### config.mk
export PLATFORM = sky130hd
export DESIGN_NAME = fade_engine
export DESIGN_NICKNAME = d
export VERILOG_FILES = /design/src/rtl/fade_engine.sv
export SDC_FILE = /design/constraint.sdc
export NUM_CORES = 1
export LEC_CHECK = 0
export ABC_AREA = 0
export BUFFER_PORTS_ARGS = -buffer_cell sky130_fd_sc_hd__buf_2
export CELL_PAD_IN_SITES_DETAIL_PLACEMENT = 1
export CELL_PAD_IN_SITES_GLOBAL_PLACEMENT = 2
export CORE_ASPECT_RATIO = 1.75
export CORE_MARGIN = 5
export CORE_UTILIZATION = 37
export CTS_CLUSTER_SIZE = 12
export DETAILED_ROUTE_END_ITERATION = 12
export PLACE_DENSITY = 0.8
export SLEW_MARGIN = 30
export SYNTH_ARGS = -nofsm -noshare
export SYNTH_HDL_FRONTEND = slang
export SYNTH_SLANG_ARGS = --single-unit
### constraint.sdc
create_clock -name clk -period 2.9 [get_ports clk]
set_input_delay 0.145 -clock clk [delete_from_list [all_inputs] [get_ports clk]]
set_output_delay 0.145 -clock clk [all_outputs]
set_load 0.03 [all_outputs]
### src/rtl/fade_engine.sv
// fade_engine: multi-channel autonomous INC/ON_HOLD/DEC/OFF_HOLD fade sequencer with a shared tick prescaler.
// Define FADE_ENGINE_PWM_EN to build the shared PWM counter and per-channel comparators; otherwise pwm_out is 0.
module fade_engine #(
    parameter int                  NUM_CH         = 3,
    parameter int                  TICK_CYCLES    = 12000,
    parameter int                  PWM_INTERVAL   = 1200,
    parameter int                  RAMP_STEPS     = 200,
    parameter int                  HOLD_ON_STEPS  = 400,
    parameter int                  HOLD_OFF_STEPS = 400,
    parameter logic [2*NUM_CH-1:0] START_STATE    = {2'b11, 2'b00, 2'b10}
) (
    input  logic                                      clk,
    input  logic                                      rst_n,
    input  logic                                      enable,
    input  logic                                      restart,
    output logic                                      tick,
    output logic [2*NUM_CH-1:0]                       state,
    output logic [NUM_CH*$clog2(PWM_INTERVAL+1)-1:0]  duty,
    output logic [NUM_CH-1:0]                         pwm_out
);

    localparam int W       = $clog2(PWM_INTERVAL + 1);
    localparam int MAX_LEN = (RAMP_STEPS > HOLD_ON_STEPS)
                           ? ((RAMP_STEPS > HOLD_OFF_STEPS) ? RAMP_STEPS : HOLD_OFF_STEPS)
                           : ((HOLD_ON_STEPS > HOLD_OFF_STEPS) ? HOLD_ON_STEPS : HOLD_OFF_STEPS);
    localparam int SW      = (MAX_LEN > 1) ? $clog2(MAX_LEN) : 1;
    localparam int PW      = (TICK_CYCLES > 1) ? $clog2(TICK_CYCLES) : 1;
    localparam logic [W:0] STEP = (W+1)'(PWM_INTERVAL / RAMP_STEPS);
    localparam logic [W:0] TOP  = (W+1)'(PWM_INTERVAL);

    typedef enum logic [1:0] {
        INC      = 2'b00,
        DEC      = 2'b01,
        ON_HOLD  = 2'b10,
        OFF_HOLD = 2'b11
    } fade_state_e;

    logic [PW-1:0] presc;
    fade_state_e   st_q   [NUM_CH];
    fade_state_e   st_d   [NUM_CH];
    logic [SW-1:0] step_q [NUM_CH];
    logic [SW-1:0] step_d [NUM_CH];
    logic [W-1:0]  duty_q [NUM_CH];
    logic [W-1:0]  duty_d [NUM_CH];

    function automatic fade_state_e succ(input fade_state_e s);
        case (s)
            INC:     return ON_HOLD;
            ON_HOLD: return DEC;
            DEC:     return OFF_HOLD;
            default: return INC;
        endcase
    endfunction

    function automatic logic [SW-1:0] last_step(input fade_state_e s);
        case (s)
            INC, DEC: return SW'(RAMP_STEPS - 1);
            ON_HOLD:  return SW'(HOLD_ON_STEPS - 1);
            default:  return SW'(HOLD_OFF_STEPS - 1);
        endcase
    endfunction

    function automatic logic [W-1:0] entry_duty(input fade_state_e s);
        return (s == ON_HOLD || s == DEC) ? TOP[W-1:0] : '0;
    endfunction

    // Saturation is evaluated one bit wider than duty so the sum can never wrap.
    function automatic logic [W-1:0] sat_inc(input logic [W-1:0] d);
        logic [W:0] sum;
        sum = {1'b0, d} + STEP;
        return (sum > TOP) ? TOP[W-1:0] : sum[W-1:0];
    endfunction

    function automatic logic [W-1:0] sat_dec(input logic [W-1:0] d);
        return ({1'b0, d} < STEP) ? '0 : d - STEP[W-1:0];
    endfunction

    function automatic fade_state_e start_of(input int c);
        return fade_state_e'(START_STATE[2*c +: 2]);
    endfunction

    always_comb begin
        for (int c = 0; c < NUM_CH; c++) begin
            st_d[c]   = st_q[c];
            step_d[c] = step_q[c];
            duty_d[c] = duty_q[c];
            if (tick && enable) begin
                if (step_q[c] == last_step(st_q[c])) begin
                    step_d[c] = '0;
                    st_d[c]   = succ(st_q[c]);
                    duty_d[c] = entry_duty(succ(st_q[c]));
                end else begin
                    step_d[c] = step_q[c] + SW'(1);
                    if (st_q[c] == INC)
                        duty_d[c] = sat_inc(duty_q[c]);
                    else if (st_q[c] == DEC)
                        duty_d[c] = sat_dec(duty_q[c]);
                end
            end
        end
    end

    // restart is checked before the tick path so a coincident tick is discarded.
    always_ff @(posedge clk or negedge rst_n) begin
        if (!rst_n) begin
            presc <= '0;
            tick  <= 1'b0;
            for (int c = 0; c < NUM_CH; c++) begin
                st_q[c]   <= start_of(c);
                step_q[c] <= '0;
                duty_q[c] <= entry_duty(start_of(c));
            end
        end else if (restart) begin
            presc <= '0;
            tick  <= 1'b0;
            for (int c = 0; c < NUM_CH; c++) begin
                st_q[c]   <= start_of(c);
                step_q[c] <= '0;
                duty_q[c] <= entry_duty(start_of(c));
            end
        end else begin
            tick <= 1'b0;
            if (enable) begin
                if (presc == PW'(TICK_CYCLES - 1)) begin
                    presc <= '0;
                    tick  <= 1'b1;
                end else begin
                    presc <= presc + PW'(1);
                end
            end
            for (int c = 0; c < NUM_CH; c++) begin
                st_q[c]   <= st_d[c];
                step_q[c] <= step_d[c];
                duty_q[c] <= duty_d[c];
            end
        end
    end

    always_comb begin
        state = '0;
        duty  = '0;
        for (int c = 0; c < NUM_CH; c++) begin
            state[2*c +: 2] = st_q[c];
            duty[W*c +: W]  = duty_q[c];
        end
    end

`ifdef FADE_ENGINE_PWM_EN
    localparam int CW = (PWM_INTERVAL > 1) ? $clog2(PWM_INTERVAL) : 1;
    logic [CW-1:0] pwm_cnt;

    // The PWM counter free-runs regardless of enable so frozen duty keeps its waveform.
    always_ff @(posedge clk or negedge rst_n) begin
        if (!rst_n) begin
            pwm_cnt <= '0;
            pwm_out <= '0;
        end else if (restart) begin
            pwm_cnt <= '0;
            pwm_out <= '0;
        end else begin
            pwm_cnt <= (pwm_cnt == CW'(PWM_INTERVAL - 1)) ? '0 : pwm_cnt + CW'(1);
            for (int c = 0; c < NUM_CH; c++)
                pwm_out[c] <= (W'(pwm_cnt) < duty_q[c]);
        end
    end
`else
    assign pwm_out = '0;
`endif

endmodule

**Word-level counts from Yosys, hierarchy flattened**

Cells that the tools add are included.

- Memories: 0
- Register bits after elaboration: 81
- Bits of input ports: 4
- RAM bits: 0
- Output and inout port bits: 43
- Logic and storage cells: 118
- Bits in latches: 0
- Bits in read-only memories: 0

- Reduce and logical (&&, ||, !) cells: 24
- Add/subtract/negate cells: 10
- Muxes and demuxes: 51
- Div/mod/pow operators: 0
- Bitwise gates (word level): 0
- Multipliers: 0
- Order comparisons: 6
- Shifts and indexed selects: 0
- Equal/unequal tests: 16

Operator list:

| cell | number |
|---|---|
| 11-bit 2-to-1 mux | 21 |
| 9-bit 2-to-1 mux | 12 |
| 14-bit 2-to-1 mux | 3 |
| 11-bit by 3-bit adder with 12-bit output (second input constant) | 3 |
| 12-bit by 11-bit greater-than comparator with 1-bit output (second input constant) | 3 |
| 11-bit by 3-bit < comparator with 1-bit output (second input constant) | 3 |
| 33-bit 2-to-1 mux | 1 |
| 11-bit by 3-bit subtractor with 11-bit output (second input constant) | 3 |
| 9-bit by 1-bit adder with 9-bit output (second input constant) | 3 |
| 9-bit == test | 3 |
| 27-bit 2-to-1 mux | 1 |
| 2-bit case mux with 3 select lines | 3 |
| 14-bit by 1-bit adder with 14-bit output (second input constant) | 1 |
| 14-bit == test (second input constant) | 1 |
| 2-bit by 1-bit == test with 1-bit output (second input constant) | 6 |
| 2-bit == test (second input constant) | 6 |
| 2-bit 2-to-1 mux | 6 |
| 2-bit AND reduction | 6 |
| 4-bit nonzero test | 3 |
| 2-bit nonzero test | 5 |
| 2-bit logical NOT | 3 |
| 6-bit 2-to-1 mux | 1 |
| 2-bit OR reduction | 3 |
| 1-bit logical OR | 3 |
| other kinds (2) | 4 |

**Logic depth before layout (Yosys ltp)**

Gate-level depths: netlist of run 1.

- Word-level depth: 13
- Depth in mapped cells: 11
- Depth with buffers taken out: 9

**Least setup slack after synthesis of run 1**

Ideal clock, no wire load.

- Kind: reg-to-reg
- Start point: register duty_q (netlist bit duty[12])
- End point: register duty_q (netlist bit duty[14])
- Clock period less this slack: 2.709 ns
- Library setup time: 0.121 ns
- Cell stages (with the launch flop): 12
- Slack: 0.191 ns
- Path buffers: 2
- Data arrival time: 2.588 ns
- Required time: 2.779 ns
- Path through: dfrtp_1 buf_2 inv_1 ha_1 buf_2 or3_1 nor4_1 a221oi_2 a211oi_1 nor2_2 a21o_1 a22o_1

- Word-level cells in the longest chain between the ends: 7
- Elaborated cells between the ends (all ways): 11
- Classes of those cells: 2 x add/sub; 2 x order compare; 7 x mux

RTL lines:

| item | line | RTL |
|---|---|---|
| start: declaration | 43 | `logic [W-1:0] duty_q [NUM_CH];` |
| start signal: indexed assignment | 111 | `duty_q[c] <= entry_duty(start_of(c));` |
| start signal: indexed assignment | 119 | `duty_q[c] <= entry_duty(start_of(c));` |
| start signal: indexed assignment | 134 | `duty_q[c] <= duty_d[c];` |
| 11-bit by 3-bit adder with 12-bit output, or another cell as far along | 70 | `sum = {1'b0, d} + STEP;` |
| 12-bit by 11-bit greater-than comparator with 1-bit output / 11-bit 2-to-1 mux (equally long branches) | 71, 75 |  |
| 11-bit 2-to-1 mux (on tied branches) | 71, 96 |  |
| 11-bit 2-to-1 mux * | 94 | `if (st_q[c] == INC)` |
| 11-bit 2-to-1 mux * | 88 | `if (step_q[c] == last_step(st_q[c])) begin` |
| 11-bit 2-to-1 mux * | 87 | `if (tick && enable) begin` |
| 33-bit 2-to-1 mux * | 113 | `end else if (restart) begin` |

Every way passes the cells marked *; elsewhere a longest branch is shown, timed or not. The select of a mux whose other input is x is not followed.
A chain may end at the register's enable or synchronous reset.

**Worst setup path in the final report of run 1**

- Start point: register duty_q (netlist bit duty[23])
- End point: register duty_q (netlist bit duty[29])

Same word-level chain as after synthesis.

==> impl_metrics.json, run 1 <==
{
  "final_nets": 745,
  "start_util": 0.374,
  "rsz0062_at_grt": "false",
  "cp_top_family": "compound AO/OA/AOI/OAI gates",
  "critPathLaunchType": "flop",
  "hold_violations": 0,
  "drt-initial-drc-count": 117,
  "grt_util_met3": 0.0211,
  "path_buf_inv": 1,
  "cts_buffer_depth": 2,
  "track_usage": 0.190,
  "ys_types": 81,
  "dp_hpwl_um": 13000,
  "async_flop_share": 1.00,
  "hold_ws_ns": 0.181,
  "cp_max_fo": 8,
  "cts_max_level": 3,
  "grt_max_degree": 39,
  "timing.fmax_mhz": 376,
  "cts_sinks": 78,
  "cts_root_buffer": "clkbuf_16",
  "worst_pin_slew_ns": 0.858,
  "grt_pass1_vias": 5832,
  "die_x_um": 104,
  "cp-end-kind": "flop",
  "crit_chain": "inv_1 -> ha_1 -> nor2_1 -> nor4b_1 -> a311oi_1 -> o21ai_0 -> a211o_1 -> a22o_1",
  "drc": 0,
  "area_growth_pct": 13.2,
  "clock-skew-final_ns": 0.00887,
  "row_count": 60,
  "peakVddDrop_v": 0.000316,
  "drv_slew": 0,
  "vias_per_cell": 5.82,
  "fin_crit_sh": 0.918,
  "setup_tns_ns": 0,
  "routed_wl_um": 17300,
  "crit_path_top_delay_cell": "a311oi_1",
  "dr.pass1.iters": 4,
  "cts_buffers": 9,
  "synth_edf_count": 0,
  "fin_crit_ns": 2.66,
  "antenna_cells": 0,
  "layout-drive-gt1-share": 0.155,
  "grt.busiest_layer": "met2",
  "setup_viol": 0,
  "wl_per_cell_um": 18.9,
  "die_area_sq_mm": 0.0182,
  "synth_seq_area_share": 0.342,
  "p_leak_nw": 2.80,
  "clkTransAtPathRegs_ns": 0.07,
  "outcome": "finished clean",
  "grt-ovfl-total": 0,
  "pin_count": 47,
  "p_per_area_mw_per_mm2": 412,
  "cts_tree": "done",
  "synth_top_flop_cell": "dfrtp_1",
  "synth_area_sq_mm": 0.00573,
  "grt_use_met2": 0.374,
  "hold_path_class": "in -> reg",
  "critical_path_class": "reg -> reg",
  "gp_congestion": 0.850,
  "io_buffers": 40,
  "use_met1": 0.203,
  "antenna_found_initial": 0,
  "arrival_ns": 2.89,
  "timing.slew.headroom": 0.423,
  "synthCells": 686,
  "insertion_delay_ns": 0.34,
  "ys_ff_latch": 78,
  "fillers": 1874,
  "drv_cap": 0,
  "coreArea_sq_mm": 0.0153,
  "ys_warn_count": 0,
  "required_ns": 3.12,
  "vias": 5324,
  "syn_area_per_cell_sq_um": 8.35,
  "ant_nets": 0,
  "fp.dieH_um": 175,
  "cp_slowest_stage_delay_ns": 0.50,
  "grt_pass1_wl_um": 28800
}
[worst paths after layout]
path,from,to,slack (ns),cells after the start
worst min register to register,presc[1],presc[1],0.53,1
min in group asynchronous,rst_n,duty[9],0.33,2
worst min-delay path,restart,step_q[0],0.18,2
worst max-delay path,duty[23],duty[29],0.24,8
max in group asynchronous,rst_n,duty[4],1.73,3
worst max register to register,duty[23],duty[29],0.24,8
[flip-flops by register name, indices dropped and copies added, names as in the netlist]
register	count
duty	30
step_q	27
presc	14
state	6
tick	1
[layer usage]
| metal | routed length [um] | part of all wire |
|---|---|---|
| met5 | 0 | 0 |
| met4 | 388 | 0.022 |
| met3 | 374 | 0.022 |
| met2 | 9700 | 0.56 |
| met1 | 6800 | 0.39 |
[area by class of cell]
cell class | count | area [sq um] | share of cell area
clock buffers | 10 | 229 | 0.0353
clock inverters | 6 | 93.8 | 0.0145
inverters | 26 | 97.6 | 0.0150
multi-input cells | 543 | 3470 | 0.535
flip-flops and latches | 78 | 1960 | 0.302
well taps | 186 | 233 | 0.0359
repair buffers | 66 | 400 | 0.0617
[through the flow]
step | worst slack (ns) | power [W] | instances | area, sq um | util
finish | 0.238 | 0.00268 | 915 | 6490 | 0.424
global placement | 0.361 | 0.00142 | 898 | 6150 | 0.401
global route | 0.0323 | 0.00279 | 915 | 6490 | 0.424
CTS | 0.168 | 0.00272 | 915 | 6480 | 0.423
floorplan | 0.191 | 0.00134 | 691 | 5750 | -
detailed placement | 0.211 | 0.00143 | 898 | 6150 | 0.401
[synth_stat cells (all sizes together) (17+ instances only)]
master	number	area, sq um
a21oi	35	179
buf	25	153
clkbuf	19	71.3
dfrtp	71	1780
ha	17	213
inv	25	93.8
nand2	65	244
nand3	19	95.1
nor2	88	333
nor3	29	160
o21ai	42	214
xnor2	29	254
xor2	22	193
[cells by family after synthesis]
| logic type | after synthesis | share of synthesized area |
|---|---|---|
| AOI/OAI and AO/OA | 166 | 0.204 |
| and+or+nand+nor | 290 | 0.259 |
| DFF | 78 | 0.342 |
| buffers and inverters | 70 | 0.0561 |
| xor gates and xnor gates | 51 | 0.0779 |
| adders and majority gates | 17 | 0.0371 |
| other | 1 | 0.000654 |
| muxes | 13 | 0.0236 |
[cells in the final DEF (no fill, tap or decap), types with 7 or more instances in the layout]
cell type	instances
xnor2_1	29
buf_4	26
nor2_1	87
ha_1	17
or3_1	10
dfrtp_1	71
nand2b_1	7
nand3_1	19
o21ai_1	8
inv_1	25
mux2i_1	9
buf_2	39
nand4_1	12
nand3b_1	9
nor4_1	9
clkbuf_16	9
dfstp_2	7
nand2_1	65
nor3_1	26
o21ai_0	33
a21o_1	7
o22ai_1	8
a21oi_1	34
xor2_1	22
o31ai_1	8
[power breakdown]
part,switching (W),total [W],internal [W]
combinational,0.000205,0.000292,0.0000873
clock,0.000500,0.00126,0.000763
sequential,0.0000146,0.00112,0.00111
total,0.000720,0.00268,0.00196
[worst register-to-register path, delay by kind of cell, from the launching register on]
family,cells,cell delay [ns]
buffers and inverters,1,0.14
AND/OR/NAND/NOR,2,0.45
AO/OA/AOI/OAI,4,1.20
adder cells (fa/ha/maj),1,0.27
flip-flops,1,0.48
[timing repair]
item	in CTS	in global routing
setup endpoints to repair	0	3
setup buffers	0	0
hold buffers	1	0
gates resized for setup	0	1
endpoints found under the hold margin	30	0
Note: power is estimated with default switching activity, not from simulation.
==> inputs of run 2 (changes only) <==
--- a/config.mk
+++ b/config.mk
@@ -10,11 +10,11 @@
 export CELL_PAD_IN_SITES_DETAIL_PLACEMENT = 1
 export CELL_PAD_IN_SITES_GLOBAL_PLACEMENT = 2
 export CORE_ASPECT_RATIO = 1.75
-export CORE_MARGIN = 5
-export CORE_UTILIZATION = 37
+export CORE_MARGIN = 1.5
+export CORE_UTILIZATION = 40
 export CTS_CLUSTER_SIZE = 12
 export DETAILED_ROUTE_END_ITERATION = 12
-export PLACE_DENSITY = 0.8
+export PLACE_DENSITY = 0.85
 export SLEW_MARGIN = 30
 export SYNTH_ARGS = -nofsm -noshare
 export SYNTH_HDL_FRONTEND = slang
==> constraint.sdc (replaced) <==
create_clock -name clk -period 3.14 [get_ports clk]
set_input_delay 0.157 -clock clk [delete_from_list [all_inputs] [get_ports clk]]
set_output_delay 0.157 -clock clk [all_outputs]
set_load 0.03 [all_outputs]
==> impl_metrics.json, run 2 (synthesized netlist as in run 1, its figures left out) <==
{
  "fp.dieH_um": 161,
  "row_count": 57,
  "setup_tns_ns": 0,
  "multi_input_area_sq_mm": 0.00347,
  "final_cell_mix": "87 x nor2_1, 71 x dfrtp_1, 65 x nand2_1",
  "final_nets": 735,
  "start_util": 0.412,
  "layout_commonest_cell": "nor2_1",
  "timing.fmax_mhz": 344,
  "required_ns": 3.41,
  "antenna_cells": 0,
  "worst_pin_slew_ns": 0.828,
  "critical_path_class": "reg -> reg",
  "cts_buffer_depth": 2,
  "path_buf_inv": 1,
  "clock-skew-final_ns": 0.00920,
  "crit_path_top_delay_cell": "dfrtp_1",
  "cts_root_buffer": "clkbuf_16",
  "grt_pass1_wl_um": 28500,
  "grt_max_degree": 42,
  "final_util": 0.459,
  "drv_cap": 0,
  "die_x_um": 93.5,
  "crit_chain": "inv_1 -> ha_1 -> or3b_1 -> a2111o_1 -> a221oi_2 -> a21o_1 -> nand2_1 -> mux2_2 -> o21ai_1",
  "routed_wl_um": 17000,
  "fillers": 1679,
  "grt-ovfl-total": 0,
  "timing.slew.headroom": 0.443,
  "critPathLaunchType": "flop",
  "seqCellArea_sq_mm": 0.00196,
  "pin_count": 47,
  "layout-drive-gt1-share": 0.143,
  "track_usage": 0.239,
  "cp-startpoint": "duty[12]",
  "fin_total_pwr_w": 0.00243,
  "cts_setup_buffers": 0,
  "p_leak_nw": 2.75,
  "drc": 0,
  "fin_crit_sh": 0.926,
  "clkTransAtPathRegs_ns": 0.07,
  "cts_tree": "done",
  "antenna_found_initial": 0,
  "hold_path_class": "in -> reg",
  "hold_violations": 0,
  "rsz0062_at_grt": "false",
  "area_growth_pct": 11.4,
  "cts_sinks": 78,
  "io_buffers": 40,
  "peakVddDrop_v": 0.000210,
  "ant_nets": 0,
  "arrival_ns": 3.18,
  "dp_hpwl_um": 12400,
  "coreArea_sq_mm": 0.0139,
  "r2r-start": "duty[12]",
  "fin_crit_ns": 2.91,
  "cp_max_fo": 12,
  "vias": 5292,
  "drv_slew": 0,
  "p_per_area_mw_per_mm2": 380,
  "insertion_delay_ns": 0.35,
  "vias_per_cell": 5.91,
  "cts_buffers": 9,
  "cp-end-kind": "flop",
  "dr.pass1.iters": 4,
  "cts_max_level": 3,
  "setup_viol": 0,
  "largest_register_ffs": 30,
  "worstHoldStart": "enable",
  "grt_pass1_vias": 5657,
  "outcome": "finished clean",
  "gp_congestion": 0.910,
  "wl_per_cell_um": 18.9,
  "cp_slowest_stage_delay_ns": 0.57,
  "drt-initial-drc-count": 156,
  "die_area_sq_mm": 0.0151,
  "cp_top_family": "compound AO/OA/AOI/OAI gates"
}
run 2: worst paths after layout:
kind	slack [ns]	cells past startpoint	to
max	0.23	9	duty[13]
min	0.21	3	presc[2]
max reg2reg	0.23	9	duty[13]
min reg2reg	0.54	1	presc[0]
max in group asynchronous	1.98	3	duty[5]
min in group asynchronous	0.35	2	duty[6]
run 2: worst register-to-register path: cells and delay by family (launching register included):
kind / cells / cell delay, ns
AOI/OAI and AO/OA: 4 / 0.96
DFF: 1 / 0.57
and+or+nand+nor: 2 / 0.52
adders and majority gates: 1 / 0.36
muxes: 1 / 0.31
buffers and inverters: 1 / 0.11
run 2: per-layer routing:
| layer | global-route usage | vias up | share of wire |
|---|---|---|---|
| met3 | 0.0306 | 26 | 0.018 |
| li1 | - | 2518 | - |
| met1 | 0.253 | 2679 | 0.39 |
| met4 | 0.0840 | 0 | 0.023 |
| met2 | 0.465 | 69 | 0.57 |
| met5 | 0 | - | 0 |
run 2: stage by stage:
| stage | cells | setup WS [ns] | hold WS [ns] | cell area (sq um) |
|---|---|---|---|---|
| 2_1_floorplan | 691 | 0.431 | -0.139 | 5750 |
| 6_report | 896 | 0.232 | 0.206 | 6380 |
| 5_1_grt | 896 | 0.0179 | 0.207 | 6380 |
| 3_5_place_dp | 879 | 0.315 | 0.183 | 6060 |
| 4_1_cts | 896 | 0.242 | 0.191 | 6380 |
| 3_3_place_gp | 879 | 0.444 | 0.183 | 6060 |
run 2: cell type report:
class / count / area share
sequential: 78 / 0.307
clock buffer: 9 / 0.0353
clock inverter: 7 / 0.0137
inverter: 26 / 0.0153
multi-input combinational: 543 / 0.543
tap: 177 / 0.0347
timing repair buffer: 56 / 0.0510
run 2: where the power goes:
group / switching (W) / internal, W
clock network: 0.000484 / 0.000638
logic: 0.000189 / 0.0000831
registers: 0.0000126 / 0.00102
run 2: timing repair:
action | CTS | global route
resized for setup | 0 | 0
endpoints found under the hold margin | 36 | 0
hold buffers | 1 | 0
setup endpoints to repair | 0 | 0
==> inputs of run 3 (changes only) <==
--- a/config.mk
+++ b/config.mk
@@ -7,14 +7,12 @@
 export LEC_CHECK = 0
 export ABC_AREA = 0
 export BUFFER_PORTS_ARGS = -buffer_cell sky130_fd_sc_hd__buf_2
-export CELL_PAD_IN_SITES_DETAIL_PLACEMENT = 1
-export CELL_PAD_IN_SITES_GLOBAL_PLACEMENT = 2
 export CORE_ASPECT_RATIO = 1.75
 export CORE_MARGIN = 1.5
-export CORE_UTILIZATION = 40
+export CORE_UTILIZATION = 50
 export CTS_CLUSTER_SIZE = 12
 export DETAILED_ROUTE_END_ITERATION = 12
-export PLACE_DENSITY = 0.85
+export PLACE_DENSITY = 0.68
 export SLEW_MARGIN = 30
 export SYNTH_ARGS = -nofsm -noshare
 export SYNTH_HDL_FRONTEND = slang
==> impl_metrics.json, run 3 (synthesized netlist as in run 1, its figures left out) <==
{
  "arrival_ns": 3.08,
  "antenna_cells": 0,
  "die_x_um": 83.9,
  "min_delay_path_depth": 2,
  "wl_per_cell_um": 17.1,
  "timing.slew.headroom": 0.510,
  "p_leak_nw": 2.72,
  "grt_pass1_wl_um": 24000,
  "vias": 5309,
  "timing.fmax_mhz": 356,
  "fp.dieH_um": 145,
  "drv_cap": 0,
  "final_cell_mix": "87 x nor2_1, 71 x dfrtp_1, 65 x nand2_1",
  "largest_register_ffs": 30,
  "cp_top_family": "compound AO/OA/AOI/OAI gates",
  "cp-end-kind": "flop",
  "clkTransAtPathRegs_ns": 0.06,
  "layout-drive-gt1-share": 0.141,
  "crit_chain": "inv_1 -> ha_1 -> or3b_1 -> a2111o_1 -> a221oi_2 -> a21o_1 -> nand2_1 -> mux2_2 -> o21ai_1",
  "routed_wl_um": 14600,
  "coreArea_sq_mm": 0.0112,
  "cp_max_fo": 12,
  "insertion_delay_ns": 0.34,
  "required_ns": 3.41,
  "fillers": 1045,
  "cp_slowest_stage_delay_ns": 0.53,
  "critPathLaunchType": "flop",
  "clock-skew-final_ns": 0.00825,
  "drv_slew": 0,
  "cts_sinks": 78,
  "antenna_found_initial": 0,
  "holdPathEnd": "presc[4]",
  "cts_max_level": 3,
  "die_area_sq_mm": 0.0121,
  "track_usage": 0.243,
  "cts_root_buffer": "clkbuf_16",
  "grt-ovfl-total": 0,
  "r2r-start": "duty[12]",
  "rsz0062_at_grt": "false",
  "p_per_area_mw_per_mm2": 362,
  "setup_viol": 0,
  "peakVddDrop_v": 0.000279,
  "grt_pass1_vias": 5207,
  "vias_per_cell": 6.25,
  "outcome": "finished clean",
  "dp_hpwl_um": 10600,
  "grt_max_degree": 53,
  "layout_commonest_cell": "nor2_1",
  "cts_buffer_depth": 2,
  "fin_total_pwr_w": 0.00227,
  "crit_path_top_delay_cell": "dfrtp_1",
  "worst_pin_slew_ns": 0.729,
  "r2r_cells": 9,
  "drt-initial-drc-count": 310,
  "r2r-end": "duty[13]",
  "final_nets": 733,
  "reg2reg_setup_slack_ns": 0.33,
  "ant_nets": 0,
  "start_util": 0.513,
  "pin_count": 47,
  "gp_congestion": 0.926,
  "path_buf_inv": 1,
  "cts_resized": 0,
  "area_growth_pct": 9.54,
  "row_count": 51,
  "dr.pass1.iters": 5,
  "hold_violations": 0,
  "hold_path_class": "in -> reg",
  "cts_tree": "done",
  "cts_buffers": 9,
  "worstHoldStart": "restart",
  "fin_crit_sh": 0.895,
  "io_buffers": 40,
  "fin_crit_ns": 2.81,
  "setup_tns_ns": 0,
  "drc": 0,
  "critical_path_class": "reg -> reg"
}
[run 3: where the power goes]
part	total [W]	internal [W]	leakage [nW]	switching, W
combinational	0.000258	0.0000782	1.52	0.000179
sequential	0.00103	0.00102	1.06	0.0000126
clock	0.000980	0.000552	0.130	0.000428
total	0.00227	0.00165	2.72	0.000620
[run 3: through the flow]
stage	setup slack (ns)	cells	hold slack, ns	util	area (sq um)
3_5_place_dp	0.363	832	0.247	0.536	5990
3_3_place_gp	0.503	832	0.256	0.536	5990
2_1_floorplan	0.431	691	-0.139	-	5750
5_1_grt	0.137	849	0.193	0.562	6280
6_report	0.330	849	0.183	0.562	6280
4_1_cts	0.340	849	0.174	0.562	6280
[run 3: worst reg2reg max path, stage by stage (launching register included)]
cell      delay, ns
dfrtp_1        0.53
inv_1          0.11
ha_1           0.36
or3b_1         0.39
a2111o_1       0.38
a221oi_2       0.27
a21o_1         0.16
nand2_1        0.10
mux2_2         0.32
o21ai_1        0.12
[run 3: final cells by class]
cell class,instances,area [sq um],area share
Clock inverter,6,37.5,0.00598
Multi-Input combinational cell,543,3470,0.552
Clock buffer,10,239,0.0381
Sequential cell,78,1960,0.312
Tap cell,132,165,0.0263
Inverter,26,97.6,0.0155
Timing Repair Buffer,54,310,0.0494
[run 3: worst max path at each step]
stage / endpoint / from / depth (start not counted)
floorplan: duty[14] / duty[12] / 11
global placement: duty[13] / duty[12] / 9
detailed placement: duty[13] / duty[12] / 9
CTS: duty[13] / duty[12] / 9
global route: duty[20] / duty[12] / 9
finish: duty[13] / duty[12] / 9
[run 3: repair_timing]
item / in CTS / in global routing
buffers inserted: 0 / 0
hold buffers: 1 / 0
hold endpoints to repair: 48 / 0
[run 3: layer usage]
layer,GRT usage,vias up,wire length (um)
met2,0.473,175,8060
met3,0.0360,40,565
met5,0,-,0
li1,-,2522,-
met4,0.124,0,456
met1,0.249,2572,5480
